## config.mk

```make
export PLATFORM = sky130hd
export DESIGN_NAME = btn_count_conditioner
export DESIGN_NICKNAME = d
export VERILOG_FILES = /design/src/rtl/btn_count_conditioner_pkg.sv /design/src/rtl/btn_count_conditioner_sync2.sv /design/src/rtl/btn_count_conditioner.sv
export SDC_FILE = /design/constraint.sdc
export NUM_CORES = 1
export LEC_CHECK = 0
export BUFFER_PORTS_ARGS = -buffer_cell sky130_fd_sc_hd__buf_2
export CAP_MARGIN = 5
export CORE_AREA = 2 2 39 41
export DETAILED_ROUTE_END_ITERATION = 10
export DIE_AREA = 0 0 41 43
export GPL_TIMING_DRIVEN = 0
export HOLD_SLACK_MARGIN = 0.12
export PLACE_DENSITY = 0.63
export SLEW_MARGIN = 20
export SYNTH_ARGS = -nofsm -noshare
export SYNTH_HDL_FRONTEND = slang
export SYNTH_SLANG_ARGS = --single-unit
```

## constraint.sdc

```tcl
create_clock -name clk -period 1.6 [get_ports clk]
set_input_delay 0.16 -clock clk [delete_from_list [all_inputs] [get_ports clk]]
set_output_delay 0.16 -clock clk [all_outputs]
set_load 0.01 [all_outputs]
```

## src/rtl/btn_count_conditioner_pkg.sv

```systemverilog
// btn_cond_pkg: shared types and default constants for the push-button
// conditioner (btn_count_conditioner) and its synchronizer.
//
// Contents:
//   btn_state_t           - conditioner FSM state encoding
//   BTN_DEBOUNCE_DEFAULT  - default consecutive stable samples to accept an edge
//   BTN_LONG_DEFAULT      - default cycles held in PRESSED before a long press
package btn_cond_pkg;

    typedef enum logic [2:0] {
        ST_IDLE       = 3'd0,
        ST_DB_PRESS   = 3'd1,
        ST_PRESSED    = 3'd2,
        ST_LONG       = 3'd3,
        ST_DB_RELEASE = 3'd4
    } btn_state_t;

    localparam int BTN_DEBOUNCE_DEFAULT = 4;
    localparam int BTN_LONG_DEFAULT     = 16;

endpackage

```

## src/rtl/btn_count_conditioner_sync2.sv

```systemverilog
// sync2: two-flop synchronizer for a single asynchronous bit.
//
// Ports:
//   clk  in  system clock, rising edge
//   rst  in  synchronous active-high reset, both stages clear to 0
//   d    in  asynchronous input
//   q    out synchronized output (two cycles of latency)
module sync2 (
    input  logic clk,
    input  logic rst,
    input  logic d,
    output logic q
);

    logic s1_q, s1_d;
    logic s2_q, s2_d;

    always_comb begin
        s1_d = d;
        s2_d = s1_q;
    end

    always_ff @(posedge clk) begin
        if (rst) begin
            s1_q <= 1'b0;
            s2_q <= 1'b0;
        end else begin
            s1_q <= s1_d;
            s2_q <= s2_d;
        end
    end

    assign q = s2_q;

endmodule

```

## src/rtl/btn_count_conditioner.sv

```systemverilog
// btn_count_conditioner: synchronizes and debounces a raw push-button and
// turns each clean press into a single-cycle count_enable pulse for the
// downstream 4-bit rollover counter. A sustained hold can optionally produce
// a single-cycle clear pulse.
//
// Configuration macro: BTN_LONG_PRESS_EN
//   defined   - LONG state, hold counter and clear pulse are built
//   undefined - no LONG state / hold counter, clear tied to 0,
//               LONG_CYCLES accepted and ignored
//
// Parameters:
//   DEBOUNCE_CYCLES  stable synchronized samples to accept press/release (>=2)
//   LONG_CYCLES      cycles held in PRESSED before a long press (>=2)
//
// Ports:
//   clk           in  system clock, rising edge
//   rst           in  synchronous active-high reset
//   btn_in        in  raw button, asynchronous, active-high
//   count_enable  out registered one-cycle pulse per accepted press
//   clear         out registered one-cycle pulse per accepted long press
//   btn_level     out registered debounced button level
module btn_count_conditioner
    import btn_cond_pkg::*;
#(
    parameter int DEBOUNCE_CYCLES = BTN_DEBOUNCE_DEFAULT,
    parameter int LONG_CYCLES     = BTN_LONG_DEFAULT
) (
    input  logic clk,
    input  logic rst,
    input  logic btn_in,
    output logic count_enable,
    output logic clear,
    output logic btn_level
);

    localparam int DB_W = (DEBOUNCE_CYCLES > 1) ? $clog2(DEBOUNCE_CYCLES) : 1;
    localparam logic [DB_W-1:0] DB_TERM = DB_W'(DEBOUNCE_CYCLES - 1);

    logic btn_sync;

    sync2 u_sync (
        .clk (clk),
        .rst (rst),
        .d   (btn_in),
        .q   (btn_sync)
    );

    btn_state_t      state_q, state_d;
    logic [DB_W-1:0] db_cnt_q, db_cnt_d;
    logic            ce_q, ce_d;
    logic            lvl_q, lvl_d;

`ifdef BTN_LONG_PRESS_EN
    localparam int HOLD_W = (LONG_CYCLES > 1) ? $clog2(LONG_CYCLES) : 1;
    localparam logic [HOLD_W-1:0] HOLD_TERM = HOLD_W'(LONG_CYCLES - 1);

    logic [HOLD_W-1:0] hold_cnt_q, hold_cnt_d;
    logic              clr_q, clr_d;
    // Remembers whether DB_RELEASE was entered from LONG, so a bounce during
    // release returns there instead of re-arming the long-press timer.
    logic              ret_long_q, ret_long_d;
`else
    // LONG_CYCLES has no effect in this build; referenced only to keep it
    // visibly consumed.
    logic unused_long_cycles;
    assign unused_long_cycles = ^LONG_CYCLES;
`endif

    always_comb begin
        state_d  = state_q;
        db_cnt_d = db_cnt_q;
        ce_d     = 1'b0;
`ifdef BTN_LONG_PRESS_EN
        hold_cnt_d = hold_cnt_q;
        clr_d      = 1'b0;
        ret_long_d = ret_long_q;
`endif

        case (state_q)
            ST_IDLE: begin
                if (btn_sync) begin
                    state_d  = ST_DB_PRESS;
                    db_cnt_d = '0;
                end
            end

            ST_DB_PRESS: begin
                if (!btn_sync) begin
                    state_d  = ST_IDLE;
                    db_cnt_d = '0;
                end else if (db_cnt_q == DB_TERM) begin
                    state_d  = ST_PRESSED;
                    db_cnt_d = '0;
                    ce_d     = 1'b1;
`ifdef BTN_LONG_PRESS_EN
                    hold_cnt_d = '0;
`endif
                end else begin
                    db_cnt_d = db_cnt_q + DB_W'(1);
                end
            end

            ST_PRESSED: begin
                if (!btn_sync) begin
                    state_d  = ST_DB_RELEASE;
                    db_cnt_d = '0;
`ifdef BTN_LONG_PRESS_EN
                    ret_long_d = 1'b0;
`endif
                end
`ifdef BTN_LONG_PRESS_EN
                else if (hold_cnt_q == HOLD_TERM) begin
                    state_d    = ST_LONG;
                    clr_d      = 1'b1;
                    hold_cnt_d = '0;
                end else begin
                    hold_cnt_d = hold_cnt_q + HOLD_W'(1);
                end
`endif
            end

`ifdef BTN_LONG_PRESS_EN
            ST_LONG: begin
                if (!btn_sync) begin
                    state_d    = ST_DB_RELEASE;
                    db_cnt_d   = '0;
                    ret_long_d = 1'b1;
                end
            end
`endif

            ST_DB_RELEASE: begin
                if (btn_sync) begin
                    // Bounce on release: resume without a pulse; the hold
                    // counter is deliberately left where it was.
                    db_cnt_d = '0;
`ifdef BTN_LONG_PRESS_EN
                    state_d = ret_long_q ? ST_LONG : ST_PRESSED;
`else
                    state_d = ST_PRESSED;
`endif
                end else if (db_cnt_q == DB_TERM) begin
                    state_d  = ST_IDLE;
                    db_cnt_d = '0;
`ifdef BTN_LONG_PRESS_EN
                    hold_cnt_d = '0;
                    ret_long_d = 1'b0;
`endif
                end else begin
                    db_cnt_d = db_cnt_q + DB_W'(1);
                end
            end

            default: begin
                state_d  = ST_IDLE;
                db_cnt_d = '0;
            end
        endcase

        // Level follows the next state so it changes on the same edge as
        // the count_enable pulse.
        lvl_d = (state_d == ST_PRESSED) || (state_d == ST_DB_RELEASE)
`ifdef BTN_LONG_PRESS_EN
             || (state_d == ST_LONG)
`endif
             ;
    end

    always_ff @(posedge clk) begin
        if (rst) begin
            state_q  <= ST_IDLE;
            db_cnt_q <= '0;
            ce_q     <= 1'b0;
            lvl_q    <= 1'b0;
`ifdef BTN_LONG_PRESS_EN
            hold_cnt_q <= '0;
            clr_q      <= 1'b0;
            ret_long_q <= 1'b0;
`endif
        end else begin
            state_q  <= state_d;
            db_cnt_q <= db_cnt_d;
            ce_q     <= ce_d;
            lvl_q    <= lvl_d;
`ifdef BTN_LONG_PRESS_EN
            hold_cnt_q <= hold_cnt_d;
            clr_q      <= clr_d;
            ret_long_q <= ret_long_d;
`endif
        end
    end

    assign count_enable = ce_q;
    assign btn_level    = lvl_q;
`ifdef BTN_LONG_PRESS_EN
    assign clear = clr_q;
`else
    assign clear = 1'b0;
`endif

endmodule
```

==> key figures <==
Drt
  • Via count: ~350
  • Vias per cell: roughly 4.7
  • Initial DRC count: 12
  • Drt drc: 0
  • DRT met1 WL: 372 µm
  • Final WL: about 740 µm
  • DRT Pass-1 Iters: 4
  • Routed len/inst: between 9 and 10 µm
  • Routed wl met2: around 340 µm
  • Met3 wire length: between 20 and 30 µm
  • Antenna-violating nets left: 0
  • Max Used Layer: met3

Global route
  • Gr usage total: 0.111
  • Vias in the first global route: between 200 and 300
  • Initial antenna violation count: 0
  • Pin count of the biggest net entering global routing: 11
  • First-pass GRT wire length: ~1.3 mm
  • Total congestion overflow: 0

Yosys
  • Synth Register Bits: 9
  • Cell variety after synth: 27
  • Post-Syn Area per Cell: roughly 9 µm²
  • Cell area after synthesis: 450 µm²
  • Sequential fraction of the synthesis area: 0.400
  • Yosys warning total: 0
  • Synthesized Nets: 54
  • Gate Count Post-Synth: 50

Layout
  • Fill count: 144
  • Most common cell after layout, fill and taps aside: dfxtp_1
  • Net count, final: 64
  • Area added between synthesis and finish: 16.9%
  • Share of layout cells above drive strength 1: 0.254
  • Final Non-Filler Cells: 75
  • N_diodes: 0
  • Most frequent cells in the layout: 9 x dfxtp_1, 6 x buf_2, 5 x nor2_1
  • Utilization after layout: 0.381
  • Finished Cell Area: approximately 530 µm²

Floorplan
  • Initial Utilization: 0.325
  • Num rows: 14
  • Die ar.: roughly 1800 µm²
  • Core area: 1380 µm²
  • Die Wd: roughly 41 µm
  • I/O Pins: 6
  • Die height: 43 µm

Job
  • Max cap viols: 0

Timing
  • Final setup violation count: 0
  • Max Freq: 0.820 GHz
  • RSZ-0062 raised after global routing: no
  • TNS Setup: 0 ps
  • Setup Skew: between 2 and 3 ps
  • Minimum clock period: 1220 ps
  • Max Slew Vio Count: 0
  • Hold Vio Cnt, Final: 0
  • Period utilisation layout: 0.763

Clocking
  • CTS tree: built
  • TritonCTS Buffers: 3
  • Hold_buf cts: 1
  • Skew-Pair Late Insertion Delay: 260 ps
  • CTS Root Cell: clkbuf_4
  • Clock buffer depth: 2
  • Number of post-CTS setup repair buffers: 0
  • Post-CTS sizing: 0
  • Clock tree sinks: 9
  • Clock transition at path regs: approximately 60 ps
  • H-tree levels: 1

Critical path
  • Worst R2R Setup Slack: between 300 and 400 ps
  • CP Capture Point: btn_level$_SDFF_PP0_
  • CP arrival: between 1000 and 1500 ps
  • Startpoint Class: flip-flop
  • Reg-to-reg endpoint: btn_level$_SDFF_PP0_
  • Required time worst endpoint: roughly 1800 ps
  • Setup CP Type: reg2reg
  • Crit path launch: db_cnt_q[0]$_SDFFE_PP0P_
  • CP Max Fanout: 4
  • Crit end category: flip-flop
  • Worst R2R Start: db_cnt_q[0]$_SDFFE_PP0P_
  • Reg2Reg Depth: 4

Placement
  • Post-detail-place hpwl: about 530 µm
  • Port Buffers: 4
  • Placed inst area: 490 µm²
  • Placed cells: 70
  • Placer Congestion: roughly 0.79

Power
  • PD cells: 813 nW/µm²
  • Pwr Total: about 430 µW
  • Max VDD drop: between 300 and 400 µV
  • LEAKAGE: roughly 0.23 nW

Min path
  • Worst hold path type: in2reg

Outcome
  • Status: complete, no violations
[critical path, stage by stage (launching register included)]
cell and delay, ps:
dfxtp_1 340, ha_1 260, nand3b_1 140, nor2_1 50
o311a_1 320
[layer usage]
metal,vias to the layer above,GRT usage
met5,-,0
met1,154,0.155
met3,0,0.0471
met4,0,0.0800
li1,191,-
met2,6,0.128
[worst min path at each step]
stage,to,startpoint,cells past startpoint
after detailed placement,u_sync.s1_q$_SDFF_PP0_,btn_in,2
after floorplan,u_sync.q$_SDFF_PP0_,rst,1
after CTS,u_sync.s1_q$_SDFF_PP0_,rst,2
final,u_sync.s1_q$_SDFF_PP0_,rst,2
after global routing,u_sync.s1_q$_SDFF_PP0_,rst,2
after global placement,u_sync.s1_q$_SDFF_PP0_,btn_in,2
[registers in the layout (all words and copies together), names as in the netlist]
name	count
count_enable	1
db_cnt_q	2
u_sync.q	1
state_q	3
u_sync.s1_q	1
btn_level	1
[where the power goes]
part           internal [mW]  total [mW]  switching (mW)
Clock                 0.0961       0.175          0.0785
Sequential             0.227       0.228        0.000888
Combinational         0.0121      0.0258          0.0137
[final cells by class]
cell class | instances | area (µm²) | area share
multi-input combinational | 33 | 220 | 0.418
sequential | 9 | 180 | 0.342
buffer | 5 | 36.3 | 0.0689
timing repair buffer | 5 | 30.0 | 0.0570
clock buffer | 4 | 26.3 | 0.0499
tap | 16 | 20.0 | 0.0380
inverter | 3 | 13.8 | 0.0261
[cells in the mapped netlist]
master | instances | area, µm²
inv_1 | 2 | 7.51
nor2b_1 | 2 | 12.5
ha_1 | 1 | 12.5
o21a_1 | 1 | 7.51
buf_6 | 1 | 11.3
a211oi_2 | 1 | 12.5
nand2_1 | 2 | 7.51
nor4b_1 | 1 | 8.76
nand4_1 | 2 | 12.5
xnor2_1 | 1 | 8.76
a32oi_1 | 1 | 8.76
nor4_1 | 1 | 6.26
a21oi_1 | 3 | 15.0
o21ai_1 | 1 | 5.00
nor3b_1 | 3 | 22.5
o21ai_0 | 1 | 5.00
or3_4 | 1 | 11.3
conb_1 | 1 | 3.75
buf_2 | 2 | 10.0
nand3b_1 | 2 | 15.0
o211a_1 | 1 | 10.0
nor2_1 | 5 | 18.8
dfxtp_1 | 9 | 180
nand2b_1 | 1 | 6.26
o311a_1 | 1 | 10.0
inv_4 | 1 | 6.26
buf_4 | 2 | 15.0
[metrics by stage]
| step | hold WS, ps | setup WS, ps |
|---|---|---|
| 6_report | 176 | 380 |
| 3_5_place_dp | 376 | 392 |
| 5_1_grt | 179 | 310 |
| 2_1_floorplan | 232 | 461 |
| 3_3_place_gp | 371 | 390 |
| 4_1_cts | 169 | 379 |
[kinds of logic after synthesis]
logic type / share of synthesized area
DFF: 0.400
AOI/OAI and AO/OA: 0.164
other: 0.00833
and+or+nand+nor: 0.269
xor gates and xnor gates: 0.0194
buffers and inverters: 0.111
adders and majority gates: 0.0278
No activity file was read; power rests on OpenSTA's default activity.
